<file path="config.mk">
export PLATFORM = sky130hd
export DESIGN_NAME = pwm_multi_channel
export DESIGN_NICKNAME = d
export VERILOG_FILES = /design/src/rtl/pwm_pkg.sv /design/src/rtl/pwm_channel_cmp.sv /design/src/rtl/pwm_multi_channel.sv
export SDC_FILE = /design/constraint.sdc
export NUM_CORES = 1
export LEC_CHECK = 0
export BUFFER_PORTS_ARGS = -buffer_cell sky130_fd_sc_hd__buf_2
export CORE_AREA = 2 2 127 129
export CTS_CLUSTER_DIAMETER = 50
export DETAILED_ROUTE_END_ITERATION = 12
export DIE_AREA = 0 0 129 131
export GPL_ROUTABILITY_DRIVEN = 0
export PLACE_DENSITY = 0.53
export SYNTH_ARGS = -nofsm -noshare
export SYNTH_HDL_FRONTEND = slang
export SYNTH_SLANG_ARGS = --single-unit
</file>
<file path="constraint.sdc">
create_clock -name clk -period 2.8 [get_ports clk]
set_clock_uncertainty 0.05 [all_clocks]
set_input_delay 0.56 -clock clk [delete_from_list [all_inputs] [get_ports clk]]
set_output_delay 0.56 -clock clk [all_outputs]
set_load 0.1 [all_outputs]
</file>
<file path="src/rtl/pwm_pkg.sv">
// Shared definitions for the multi-channel PWM generator.
//   MODE_EDGE / MODE_CENTRE : counting modes selected by the mode input
//   dir_t                   : up/down direction of the shared period counter
//   is_centre()             : true when the counter really runs up/down
//                             (centre mode with a non-zero period)
package pwm_pkg;

    localparam logic MODE_EDGE   = 1'b0;
    localparam logic MODE_CENTRE = 1'b1;

    typedef enum logic {
        DIR_UP   = 1'b0,
        DIR_DOWN = 1'b1
    } dir_t;

    // A zero period in centre mode cannot reverse, so it is treated as edge mode.
    function automatic logic is_centre(input logic mode_bit, input logic period_nonzero);
        is_centre = (mode_bit == MODE_CENTRE) && period_nonzero;
    endfunction

endpackage

</file>
<file path="src/rtl/pwm_channel_cmp.sv">
// One PWM channel: double-buffered duty plus the registered comparator.
// Ports:
//   clk, rst_n    clock, asynchronous active-low reset
//   en            run enable; forces the output low when 0
//   cnt           shared period counter value
//   duty_in       duty value for this channel
//   load_pending  capture duty_in into the pending buffer
//   load_active   copy the pending buffer into the active duty
//   pwm           registered PWM output (cnt < active duty)
module pwm_channel_cmp
    import pwm_pkg::*;
#(
    parameter int WIDTH = 8
) (
    input  logic             clk,
    input  logic             rst_n,
    input  logic             en,
    input  logic [WIDTH-1:0] cnt,
    input  logic [WIDTH-1:0] duty_in,
    input  logic             load_pending,
    input  logic             load_active,
    output logic             pwm
);

    logic [WIDTH-1:0] duty_pend_r;
    logic [WIDTH-1:0] duty_act_r;
    logic             pwm_r;

    // Pending duty buffer, written by the handshake
    always_ff @(posedge clk or negedge rst_n) begin
        if (!rst_n) begin
            duty_pend_r <= {WIDTH{1'b0}};
        end else if (load_pending) begin
            duty_pend_r <= duty_in;
        end
    end

    // Active duty, only changed at a period boundary or while stopped
    always_ff @(posedge clk or negedge rst_n) begin
        if (!rst_n) begin
            duty_act_r <= {WIDTH{1'b0}};
        end else if (load_active) begin
            duty_act_r <= duty_pend_r;
        end
    end

    // Output flop: uses the duty that was active for this counter value
    always_ff @(posedge clk or negedge rst_n) begin
        if (!rst_n) begin
            pwm_r <= 1'b0;
        end else begin
            pwm_r <= en & (cnt < duty_act_r);
        end
    end

    assign pwm = pwm_r;

endmodule

</file>
<file path="src/rtl/pwm_multi_channel.sv">
// Multi-channel PWM generator with a shared prescaled period counter.
// Ports:
//   clk         clock
//   rst_n       asynchronous active-low reset
//   en          run enable
//   mode        0 = edge-aligned, 1 = centre-aligned
//   prescale    counter advances every prescale+1 clocks
//   period      counter top value
//   duty_in     channel i duty at [i*WIDTH +: WIDTH]
//   duty_valid  duty write request
//   duty_ready  pending duty buffer is free
//   pwm_out     registered PWM outputs
//   period_end  one-clock pulse at each period boundary
module pwm_multi_channel
    import pwm_pkg::*;
#(
    parameter int WIDTH    = 8,
    parameter int CHANNELS = 4,
    parameter int PRESC_W  = 8
) (
    input  logic                      clk,
    input  logic                      rst_n,
    input  logic                      en,
    input  logic                      mode,
    input  logic [PRESC_W-1:0]        prescale,
    input  logic [WIDTH-1:0]          period,
    input  logic [CHANNELS*WIDTH-1:0] duty_in,
    input  logic                      duty_valid,
    output logic                      duty_ready,
    output logic [CHANNELS-1:0]       pwm_out,
    output logic                      period_end
);

    localparam logic [WIDTH-1:0]   CNT_ZERO   = {WIDTH{1'b0}};
    localparam logic [WIDTH-1:0]   CNT_ONE    = {{(WIDTH-1){1'b0}}, 1'b1};
    localparam logic [WIDTH-1:0]   CNT_ONES   = {WIDTH{1'b1}};
    localparam logic [PRESC_W-1:0] PRESC_ZERO = {PRESC_W{1'b0}};
    localparam logic [PRESC_W-1:0] PRESC_ONE  = {{(PRESC_W-1){1'b0}}, 1'b1};

    logic [PRESC_W-1:0] presc_cnt_r;
    logic [PRESC_W-1:0] presc_nxt_s;
    logic               tick_s;

    logic [WIDTH-1:0]   cnt_r;
    logic [WIDTH-1:0]   cnt_nxt_s;
    dir_t               dir_r;
    dir_t               dir_nxt_s;
    logic               boundary_s;

    logic [WIDTH-1:0]   period_act_r;
    logic               mode_act_r;
    logic               centre_act_s;
    logic               centre_new_s;

    logic               pending_r;
    logic               accept_s;
    logic               load_active_s;
    logic               period_end_r;

    assign centre_act_s = is_centre(mode_act_r, period_act_r != CNT_ZERO);
    // Configuration that becomes active at this boundary decides how the
    // counter restarts: a centre-to-centre boundary continues upward at 1.
    assign centre_new_s = is_centre(mode, period != CNT_ZERO);

    // Prescaler: tick when the count matches the live prescale value
    always_comb begin
        tick_s      = 1'b0;
        presc_nxt_s = presc_cnt_r;
        if (!en) begin
            presc_nxt_s = PRESC_ZERO;
        end else if (presc_cnt_r == prescale) begin
            tick_s      = 1'b1;
            presc_nxt_s = PRESC_ZERO;
        end else begin
            presc_nxt_s = presc_cnt_r + PRESC_ONE;
        end
    end

    // Prescaler count register
    always_ff @(posedge clk or negedge rst_n) begin
        if (!rst_n) begin
            presc_cnt_r <= PRESC_ZERO;
        end else begin
            presc_cnt_r <= presc_nxt_s;
        end
    end

    // Counter/direction next state and boundary detection
    always_comb begin
        cnt_nxt_s  = cnt_r;
        dir_nxt_s  = dir_r;
        boundary_s = 1'b0;
        if (!en) begin
            cnt_nxt_s = CNT_ZERO;
            dir_nxt_s = DIR_UP;
        end else if (!tick_s) begin
            cnt_nxt_s = cnt_r;
        end else if (!centre_act_s) begin
            dir_nxt_s = DIR_UP;
            if (cnt_r == period_act_r) begin
                boundary_s = 1'b1;
                cnt_nxt_s  = CNT_ZERO;
            end else begin
                cnt_nxt_s = cnt_r + CNT_ONE;
            end
        end else begin
            case (dir_r)
                DIR_UP: begin
                    if (cnt_r >= period_act_r) begin
                        dir_nxt_s = DIR_DOWN;
                        cnt_nxt_s = cnt_r - CNT_ONE;
                    end else begin
                        cnt_nxt_s = cnt_r + CNT_ONE;
                    end
                end
                DIR_DOWN: begin
                    if (cnt_r == CNT_ZERO) begin
                        boundary_s = 1'b1;
                        dir_nxt_s  = DIR_UP;
                        cnt_nxt_s  = centre_new_s ? CNT_ONE : CNT_ZERO;
                    end else begin
                        cnt_nxt_s = cnt_r - CNT_ONE;
                    end
                end
                default: begin
                    dir_nxt_s = DIR_UP;
                    cnt_nxt_s = CNT_ZERO;
                end
            endcase
        end
    end

    // Counter and direction state registers
    always_ff @(posedge clk or negedge rst_n) begin
        if (!rst_n) begin
            cnt_r <= CNT_ZERO;
            dir_r <= DIR_UP;
        end else begin
            cnt_r <= cnt_nxt_s;
            dir_r <= dir_nxt_s;
        end
    end

    // Active period/mode: tracked while stopped, sampled at each boundary
    always_ff @(posedge clk or negedge rst_n) begin
        if (!rst_n) begin
            period_act_r <= CNT_ONES;
            mode_act_r   <= MODE_EDGE;
        end else if (!en || boundary_s) begin
            period_act_r <= period;
            mode_act_r   <= mode;
        end
    end

    // Accept only into a free buffer; a held write lands the clock after the
    // boundary that frees it. The two events are exclusive by construction.
    assign accept_s      = duty_valid & ~pending_r;
    assign load_active_s = pending_r & (~en | boundary_s);

    // Pending flag for the double-buffered duty handshake
    always_ff @(posedge clk or negedge rst_n) begin
        if (!rst_n) begin
            pending_r <= 1'b0;
        end else if (accept_s) begin
            pending_r <= 1'b1;
        end else if (load_active_s) begin
            pending_r <= 1'b0;
        end
    end

    // Period boundary pulse
    always_ff @(posedge clk or negedge rst_n) begin
        if (!rst_n) begin
            period_end_r <= 1'b0;
        end else begin
            period_end_r <= boundary_s;
        end
    end

    assign duty_ready = ~pending_r;
    assign period_end = period_end_r;

    for (genvar g = 0; g < CHANNELS; g++) begin : g_ch
        pwm_channel_cmp #(
            .WIDTH(WIDTH)
        ) u_cmp (
            .clk         (clk),
            .rst_n       (rst_n),
            .en          (en),
            .cnt         (cnt_r),
            .duty_in     (duty_in[g*WIDTH +: WIDTH]),
            .load_pending(accept_s),
            .load_active (load_active_s),
            .pwm         (pwm_out[g])
        );
    end

endmodule

</file>
-- Yosys cells after proc, flatten, opt, wreduce, memory -nomap -nowiden
Cells that the tools add are included.
- bits in latches: 0
- memories kept: 0
- register bits after elaboration: 96
- ROM bits: 0
- memory bits (writable): 0
- $lt $le $gt $ge: 5
- equal/unequal tests: 3
- multiply operators: 0
- mux-type cells: 26
- reduce and logical (&&, ||, !) cells: 8
- add/subtract/negate cells: 3
- div/mod/pow operators: 0
- bitwise logic cells: 10
- shifts and indexed selects: 0
- operator list (kind ; number):
    8-bit 2-to-1 mux ; 8
    8-bit < comparator ; 4
    8-bit by 1-bit adder with 8-bit output, second input constant ; 2
    8-bit == test ; 2
    1-bit 2-to-1 mux ; 16
    8-bit case mux with 2 select lines ; 1
    8-bit nonzero test ; 2
    8-bit >= comparator ; 1
    8-bit zero test ; 1
    8-bit by 1-bit subtractor with 8-bit output, second input constant ; 1
    1-bit bitwise AND ; 6
    1-bit NOT ; 3
    1-bit logical AND ; 2
    2-bit by 1-bit != test with 1-bit output, second input constant ; 1
    1-bit case mux with 2 select lines ; 1
    2-bit nonzero test ; 1
    1-bit zero test ; 1
    1-bit logical OR ; 1
    1-bit OR ; 1

-- Logic depth before layout (Yosys ltp)
Gate-level depths: netlist of the first run.
- depth after elaboration: 10
- depth in mapped cells: 9
- depth with buffers taken out: 8

-- By module
Synthesis of the first run repeated with hierarchy kept, for this count alone.
- cells, all modules: 454
- area, all modules: 4939.7 um^2
- by module, submodules not included (module ; area each (um^2) ; cells an instance ; instances):
    pwm_channel_cmp ; 790.8 ; 68 ; 4
    pwm_multi_channel ; 1776.7 ; 182 ; 1

-- Worst setup path before layout of the first run
Ideal clock, no wire load.
- path type: register -> register
- from: register period_act_r[3]
- to: register cnt_r[3]
- data arrival time: 2361 ps
- library setup time: 121 ps
- path buffers: 0
- path slack: 267 ps
- cell stages (with the launch flop): 9
- path through: dfstp_2 -> inv_1 -> ha_1 -> nand3_1 -> o31ai_1 -> nor3_1 -> or4b_2 -> and3b_1 -> o22a_1
- word-level cells in the longest chain between the ends: 6
- RTL lines (element ; line ; text):
    from (decl) ; pwm_multi_channel.sv:50 ; logic [WIDTH-1:0] period_act_r;
    from (signal assigned) ; pwm_multi_channel.sv:150 ; period_act_r <= period;
    8-bit >= comparator ; pwm_multi_channel.sv:109 ; if (cnt_r >= period_act_r) begin
    8-bit 2-to-1 mux ; pwm_multi_channel.sv:109 ;
    8-bit case mux with 2 select lines ; pwm_multi_channel.sv:107 ; case (dir_r)
    8-bit 2-to-1 mux (*) ; pwm_multi_channel.sv:98 ; end else if (!centre_act_s) begin
    8-bit 2-to-1 mux (*) ; pwm_multi_channel.sv:96 ; end else if (!tick_s) begin
    8-bit 2-to-1 mux (*) ; pwm_multi_channel.sv:93 ; if (!en) begin
    to (signal assigned) ; pwm_multi_channel.sv:139 ; cnt_r <= cnt_nxt_s;
    to (decl) ; pwm_multi_channel.sv:44 ; logic [WIDTH-1:0] cnt_r;
Every way passes the cells marked *; elsewhere a longest branch is shown, timed or not. The select of a mux whose other input is x is not followed.
A chain may end at the register's enable or synchronous reset.

-- Worst setup path after layout of the first run
Same ends and word-level chain as after synthesis.

==> results of run 1 <==
## layout make-up
cell class              instances  area [um^2]
clock buffers                  11          253
clock inverters                 5         38.8
fillers                      1538         9530
inverters                      43          161
multi-input cells             280         2500
flip-flops and latches         96         2410
well taps                     216          270
repair buffers                 74          438
## through the flow
step	TNS (ns)	setup WS, ns	instance area, um^2	hold slack, ns
final	0	0.0933	6070	0.224
after global routing	-0.0290	-0.0290	6070	0.248
after CTS	0	0.0260	6060	0.231
after detailed placement	0	0.0427	5770	0.443
after global placement	0	0.165	5770	0.442
after floorplan	0	0.267	5160	0.214
## how the worst max path moves through the flow
stage	depth (start not counted)	slack, ns	end	startpoint
floorplan	8	0.27	cnt_r[3]	period_act_r[3]
global placement	8	0.16	cnt_r[3]	period_act_r[3]
detailed placement	8	0.04	cnt_r[3]	period_act_r[3]
CTS	8	0.03	cnt_r[3]	period_act_r[3]
global route	8	-0.03	cnt_r[3]	period_act_r[3]
finish	8	0.09	cnt_r[3]	period_act_r[3]
## power breakdown
part	switching, mW	internal (mW)
Clock	0.534	0.656
Sequential	0.195	1.72
Combinational	0.394	0.553
## cells by family (layout without fill, tap and decap cells)
group / Yosys count / in the layout / synth area share (%)
compound gates: 67 / 67 / 9.03
xor+xnor: 15 / 15 / 2.55
fa+ha+maj: 40 / 40 / 9.70
buf+inv: 60 / 133 / 5.12
flops: 96 / 96 / 46.8
mux: 68 / 68 / 17.1
simple gates: 90 / 90 / 9.78
## placed cells by master, fill, tap and decap left out, types with 3 or more instances in the layout
cell type	instances
buf_2	57
o21ai_0	14
ha_1	40
a21oi_1	8
a21o_1	8
nor3_1	4
buf_4	15
clkbuf_16	9
o21bai_1	5
nor4_1	6
mux2_2	36
nand2_1	23
nand4_1	3
nand2b_1	5
o22a_1	4
xor2_1	12
mux2_4	30
nand3_1	9
nand3b_1	5
a31oi_1	4
nor2_1	15
and3_1	4
a211oi_1	5
xnor2_1	3
dfrtp_1	88
o211ai_1	5
dfstp_2	8
and3b_1	3
inv_1	43
## state kept, by name, summed over array words and instances (netlist names)
name / count
dir_r: 1
period_act_r: 8
period_end: 1
presc_cnt_r: 8
mode_act_r: 1
g_ch.u_cmp.pwm: 4
pending_r: 1
g_ch.u_cmp.duty_pend_r: 32
cnt_r: 8
g_ch.u_cmp.duty_act_r: 32
## per-layer routing
metal | GRT usage, % | vias to the layer above | share of wire [%]
met1 | 17.1 | 1669 | 45
li1 | - | 1674 | -
met4 | 3.45 | 0 | 1.2
met3 | 4.03 | 11 | 4.4
met5 | 0 | - | 0
met2 | 23.2 | 65 | 50
==> reports/metrics.yaml, run 1 <==
synthesis:
  synthTopCellsByArea: "dfrtp_1 (43%), ha_1 (9.7%), mux2_4 (8.7%)"
  ys.flop_type: "dfrtp_1"
  syn_area_mm2: 0.00516
  yosys-top-cells-count: "dfrtp_1 (88), inv_1 (43), ha_1 (40)"
  yosys_warnings: 0
  netlist.area_leader.share_pct: 42.7
  syn_avg_cell_area_um2: 11.8
  ys_types: 53
  netlist_instances: 436
  async_flop_share_pct: 100
  synth_edf_count: 0
  ys_ff_latch: 96
  synth.most_common_cell: "dfrtp_1"
  yosys.area.top_type: "dfrtp_1"
  syn_nets: 529
  ys_seq_area_share_pct: 46.8
timing:
  finalSetupViolCount: 0
  worstMarginPinSlew_ns: 0.555
  timing.final.crit_period_ns: 2.71
  finalHoldViolCount: 0
  clock.fmax_ghz: 0.369
  drv_slew: 0
  relSlewSlack_pct: 62.9
  fin_crit_sh_pct: 96.7
global_routing:
  antenna_found_initial: 0
  grt_usage_pct: 13.7
  grt_pass1_vias: 3613
  grt_first_pass_wirelength_mm: 17.8
  grt_max_degree: 97
  grt_overflow_total: 0
layout:
  drive_above_1_share_pct: 34.2
  finalCoreUtilization_pct: 38.9
  final_cells: 725
  fin_nets: 597
  area_growth_pct: 17.7
  n_antenna_cell: 0
routing:
  final_antenna_net_count: 0
  wirelength_mm: 10.6
  drc: 0
  drtPass1Iterations: 4
  vias: 3419
  detail_route.wl_per_cell_um: 14.6
  first_iter_violations: 138
  vias_per_cell: 4.72
clocking:
  clk_path_buf_depth: 2
  htreeDepth: 3
  cts_setup_buffers: 0
  cts_hold_buf: 0
  cts_resized: 0
  clk_pin_slew_ns: 0.07
  cts_buffers: 9
  clk-insertion-delay-late_ns: 0.35
  cts_root_buf: "clkbuf_16"
  clock-sinks: 96
  cts_tree: "built"
outcome:
  run_status: "finished, final reports clean"
worst_setup_path:
  cp_slowest_stage_delay_ns: 0.67
  cp.arrival_ns: 2.89
  reg2reg_from: "period_act_r[3]"
  r2r_cells: 8
  critPathSlowestCell: "or4b_2"
  crit_path_start_kind: "flip-flop"
  path_max_fanout: 4
  critPathBufInv: 1
  r2r_slack_ns: 0.09
  critPathCaptureType: "flip-flop"
  critPathTopFamily: "simple AND/OR/NAND/NOR gates"
  cp_cell_sequence: "inv_1, ha_1, nand3_1, o31ai_4, nor3_1, or4b_2, and3b_1, o22a_1"
  reg2reg_to: "cnt_r[3]"
  worstPathRequired_ns: 2.99
  crit_type: "flip-flop to flip-flop"
power_and_ir_drop:
  vdd_ir_drop_max_mv: 0.388
  pwr_density_cell_mw_per_mm2: 668
  p_leak_nw: 3.00
  finalPower_mw: 4.05
floorplan:
  io_pins: 59
  core_mm2: 0.0156
  start_util_pct: 33.1
  die_h_um: 131
  rows: 46
  die_area_mm2: 0.0169
  die_x_um: 129
place:
  dpl.hpwl_mm: 7.62
  dpl.cell_count: 709
  portBuffers: 58
run:
  cap_violations: 0
worst_hold_path:
  hold_path_class: "primary input to async pin"
Power figures use the tool's default switching activity.
==> run 2: changes to the inputs <==
--- a/config.mk
+++ b/config.mk
@@ -6,12 +6,13 @@
 export NUM_CORES = 1
 export LEC_CHECK = 0
 export BUFFER_PORTS_ARGS = -buffer_cell sky130_fd_sc_hd__buf_2
-export CORE_AREA = 2 2 127 129
+export CORE_AREA = 2 2 96 98
 export CTS_CLUSTER_DIAMETER = 50
 export DETAILED_ROUTE_END_ITERATION = 12
-export DIE_AREA = 0 0 129 131
+export DIE_AREA = 0 0 98 100
 export GPL_ROUTABILITY_DRIVEN = 0
-export PLACE_DENSITY = 0.53
+export PLACE_DENSITY = 0.81
 export SYNTH_ARGS = -nofsm -noshare
 export SYNTH_HDL_FRONTEND = slang
+export SYNTH_HIERARCHICAL = 1
 export SYNTH_SLANG_ARGS = --single-unit
==> run 2 against run 1 <==
Net effect: combinational power is 15% lower; flip-flop and latch count unchanged; routed wire length down 2.0%; worst hold slack got worse by 0.039 ns; largest power group unchanged; non-clock buffer count rose by 11; highest routed layer unchanged; worst setup slack got worse by 0.023 ns; die area shrank 42%; register-to-register slack worse by 0.02 ns.
==> reports/metrics.yaml, run 2 <==
worst_setup_path:
  critical_path.startpoint: "cnt_r[4]"  # was period_act_r[3]
  endpoint: "g_ch[2].u_cmp/duty_act_r[0]"  # was cnt_r[3]
  r2r_slack_ns: 0.07  # was 0.09 ns
  reg2reg_from: "cnt_r[4]"  # was period_act_r[3]
  cp.arrival_ns: 2.93  # was 2.89 ns
  crit_path_start_kind: "flip-flop"  # unchanged
  worstPathRequired_ns: 3.00  # was 2.99 ns
  path_max_fanout: 8  # was 4
  reg2reg_to: "g_ch[2].u_cmp/duty_act_r[0]"  # was cnt_r[3]
  critPathCaptureType: "flip-flop"  # unchanged
  r2r_cells: 8  # unchanged
  crit_type: "flip-flop to flip-flop"  # unchanged
synthesis:
  ys.flop_type: "dfrtp_1"  # unchanged
  synthTopCellsByArea: "dfrtp_1 (45%), ha_1 (10%), mux2_2 (8.9%)"  # was dfrtp_1 (43%), ha_1 (9.7%), mux2_4 (8.7%)
  yosys_warnings: 6  # was 0
  synth.most_common_cell: "dfrtp_1"  # unchanged
  netlist_instances: 454  # was 436
  ys_ff_latch: 96  # unchanged
  syn_nets: 547  # was 529
  syn_avg_cell_area_um2: 10.9  # was 11.8 um^2
  synth_edf_count: 0  # unchanged
  yosys.area.top_type: "dfrtp_1"  # unchanged
  async_flop_share_pct: 100  # unchanged
  yosys-top-cells-count: "dfrtp_1 (88), o21ai_0 (57), inv_1 (42)"  # was dfrtp_1 (88), inv_1 (43), ha_1 (40)
  ys_seq_area_share_pct: 48.8  # was 46.8%
  ys_types: 50  # was 53
  syn_area_mm2: 0.00494  # was 0.00516 mm^2
  netlist.area_leader.share_pct: 44.6  # was 42.7%
clocking:
  clk-insertion-delay-late_ns: 0.36  # was 0.35 ns
  clk_path_buf_depth: 2  # unchanged
  cts_resized: 0  # unchanged
  htreeDepth: 3  # unchanged
  cts_buffers: 9  # unchanged
  cts_root_buf: "clkbuf_8"  # was clkbuf_16
  cts_hold_buf: 0  # unchanged
  cts_tree: "built"  # unchanged
  clk_pin_slew_ns: 0.09  # was 0.07 ns
  clock-sinks: 96  # unchanged
timing:
  finalSetupViolCount: 0  # unchanged
  worstMarginPinSlew_ns: 0.500  # was 0.555 ns
  relSlewSlack_pct: 66.7  # was 62.9%
  drv_slew: 0  # unchanged
  finalHoldWorstSlack_ns: 0.186  # was 0.224 ns
  timing.final.crit_period_ns: 2.73  # was 2.71 ns
  finalHoldViolCount: 0  # unchanged
  fin_crit_sh_pct: 97.5  # was 96.7%
  clock.fmax_ghz: 0.366  # was 0.369 GHz
routing:
  drtPass1Iterations: 4  # unchanged
  detail_route.wl_per_cell_um: 15.8  # was 14.6 um
  vias: 3672  # was 3,419
  wirelength_mm: 10.4  # was 10.6 mm
  final_antenna_net_count: 0  # unchanged
  drc: 0  # unchanged
  vias_per_cell: 5.59  # was 4.72
  first_iter_violations: 261  # was 138
power_and_ir_drop:
  p_leak_nw: 2.76  # was 3.00 nW
  pwr_density_cell_mw_per_mm2: 618  # was 668 mW/mm^2
  vdd_ir_drop_max_mv: 0.378  # was 0.388 mV
worst_hold_path:
  hold_path_class: "primary input to async pin"  # unchanged
outcome:
  run_status: "finished, final reports clean"  # unchanged
global_routing:
  grt_max_degree: 97  # unchanged
  grt_overflow_total: 0  # unchanged
  grt_usage_pct: 22.3  # was 13.7%
  antenna_found_initial: 0  # unchanged
  grt_pass1_vias: 3814  # was 3,613
  grt_first_pass_wirelength_mm: 17.5  # was 17.8 mm
layout:
  drive_above_1_share_pct: 30.0  # was 34.2%
  n_fill_cell: 718  # was 1,538
  final_cell_mix: "dfrtp_1 (86), o21ai_0 (57), buf_2 (57), inv_1 (42), ha_1 (40)"  # was dfrtp_1 (88), buf_2 (57), inv_1 (43), ha_1 (40), mux2_2 (36)
  top_regs: "g_ch.u_cmp/duty_act_r: 32 flops, g_ch.u_cmp/duty_pend_r: 32 flops"  # was g_ch.u_cmp.duty_act_r: 32 flops, g_ch.u_cmp.duty_pend_r: 32 flops
  final_cells: 657  # was 725
  finalCoreUtilization_pct: 64.5  # was 38.9%
  area_growth_pct: 16.1  # was 17.7%
  n_antenna_cell: 0  # unchanged
  fin_nets: 634  # was 597
  layout_commonest_cell: "dfrtp_1"  # unchanged
floorplan:
  die_area_mm2: 0.00980  # was 0.0169 mm^2
  io_pins: 59  # unchanged
  die_x_um: 98  # was 129 um
  core_mm2: 0.00889  # was 0.0156 mm^2
  die_h_um: 100  # was 131 um
  rows: 35  # was 46
  start_util_pct: 55.6  # was 33.1%
place:
  dpl.cell_count: 636  # was 709
  portBuffers: 58  # unchanged
  dpl.hpwl_mm: 7.42  # was 7.62 mm
run:
  cap_violations: 0  # unchanged
## run 2: cell count changes after synthesis, sizes merged, moves of 6 or more
cell,previous run,this run
nor2b,3,9
nand2,24,39
o21ai,15,62
a21o,8,1
clkbuf,9,1
mux2,66,40
## run 2: worst min-delay path by stage
stage	from	endpoint	slack, ns	cells past startpoint
after floorplan	rst_n	cnt_r[0]	0.21	0
after global placement	g_ch[1].u_cmp/duty_pend_r[3]	g_ch[1].u_cmp/duty_act_r[3]	0.41	2
after detailed placement	g_ch[0].u_cmp/duty_pend_r[3]	g_ch[0].u_cmp/duty_act_r[3]	0.42	2
after CTS	rst_n	period_end	0.20	2
after global routing	rst_n	presc_cnt_r[6]	0.22	2
final	rst_n	presc_cnt_r[0]	0.19	2
## run 2: where the power goes
group	total, mW	internal, mW	leakage [nW]	switching (mW)
logic	0.808	0.360	1.49	0.448
registers	1.80	1.67	1.17	0.125
clock network	0.942	0.446	0.101	0.496
## run 2: cell type report
class | instances | area, um^2 | area share (%)
tap | 111 | 139 | 2.42
inverter | 42 | 158 | 2.75
sequential | 96 | 2410 | 42.1
timing repair buffer | 85 | 508 | 8.85
multi-input combinational | 307 | 2310 | 40.3
clock buffer | 11 | 141 | 2.46
clock inverter | 5 | 63.8 | 1.11
## run 2: kinds of logic (layout without fill, tap and decap cells)
group	after synthesis	in the layout	share of synthesized area [%]
AOI/OAI and AO/OA	93	93	11.5
xor gates and xnor gates	16	16	2.84
adders and majority gates	40	40	10.1
buffers and inverters	52	143	5.02
DFF	96	96	48.8
muxes	45	45	10.2
and+or+nand+nor	112	113	11.4
## run 2: what timing repair did
item | 4_1_cts | 5_1_grt
endpoints found under the setup margin | 0 | 16
setup buffers | 0 | 4
endpoints found under the hold margin | 0 | 0
## run 2: worst max-delay path, cell delays in order (launching register included)
cell and delay, ns:
dfrtp_2 0.41, or3_4 0.39, or3_4 0.34, or4_4 0.45
a21oi_4 0.17, nand2b_4 0.16, and2_4 0.22, buf_4 0.14
mux2_4 0.28
## run 2: metal layers
metal	part of all wire (%)	vias up	GRT usage, %
li1	-	1756	-
met1	44	1813	28.8
met2	50	87	37.0
met3	5.2	16	5.29
met4	1.3	0	8.23
met5	0	-	0
## run 2: stage by stage
stage / cell area (um^2) / setup TNS (ns) / setup slack [ns] / power (mW)
floorplan: 4960 / -0.256 / -0.0640 / 2.37
global placement: 5490 / 0 / 0.170 / 2.55
detailed placement: 5490 / 0 / 0.0786 / 2.62
CTS: 5700 / 0 / 0.0326 / 3.56
global route: 5740 / -0.0231 / -0.00945 / 3.77
finish: 5740 / 0 / 0.0700 / 3.55
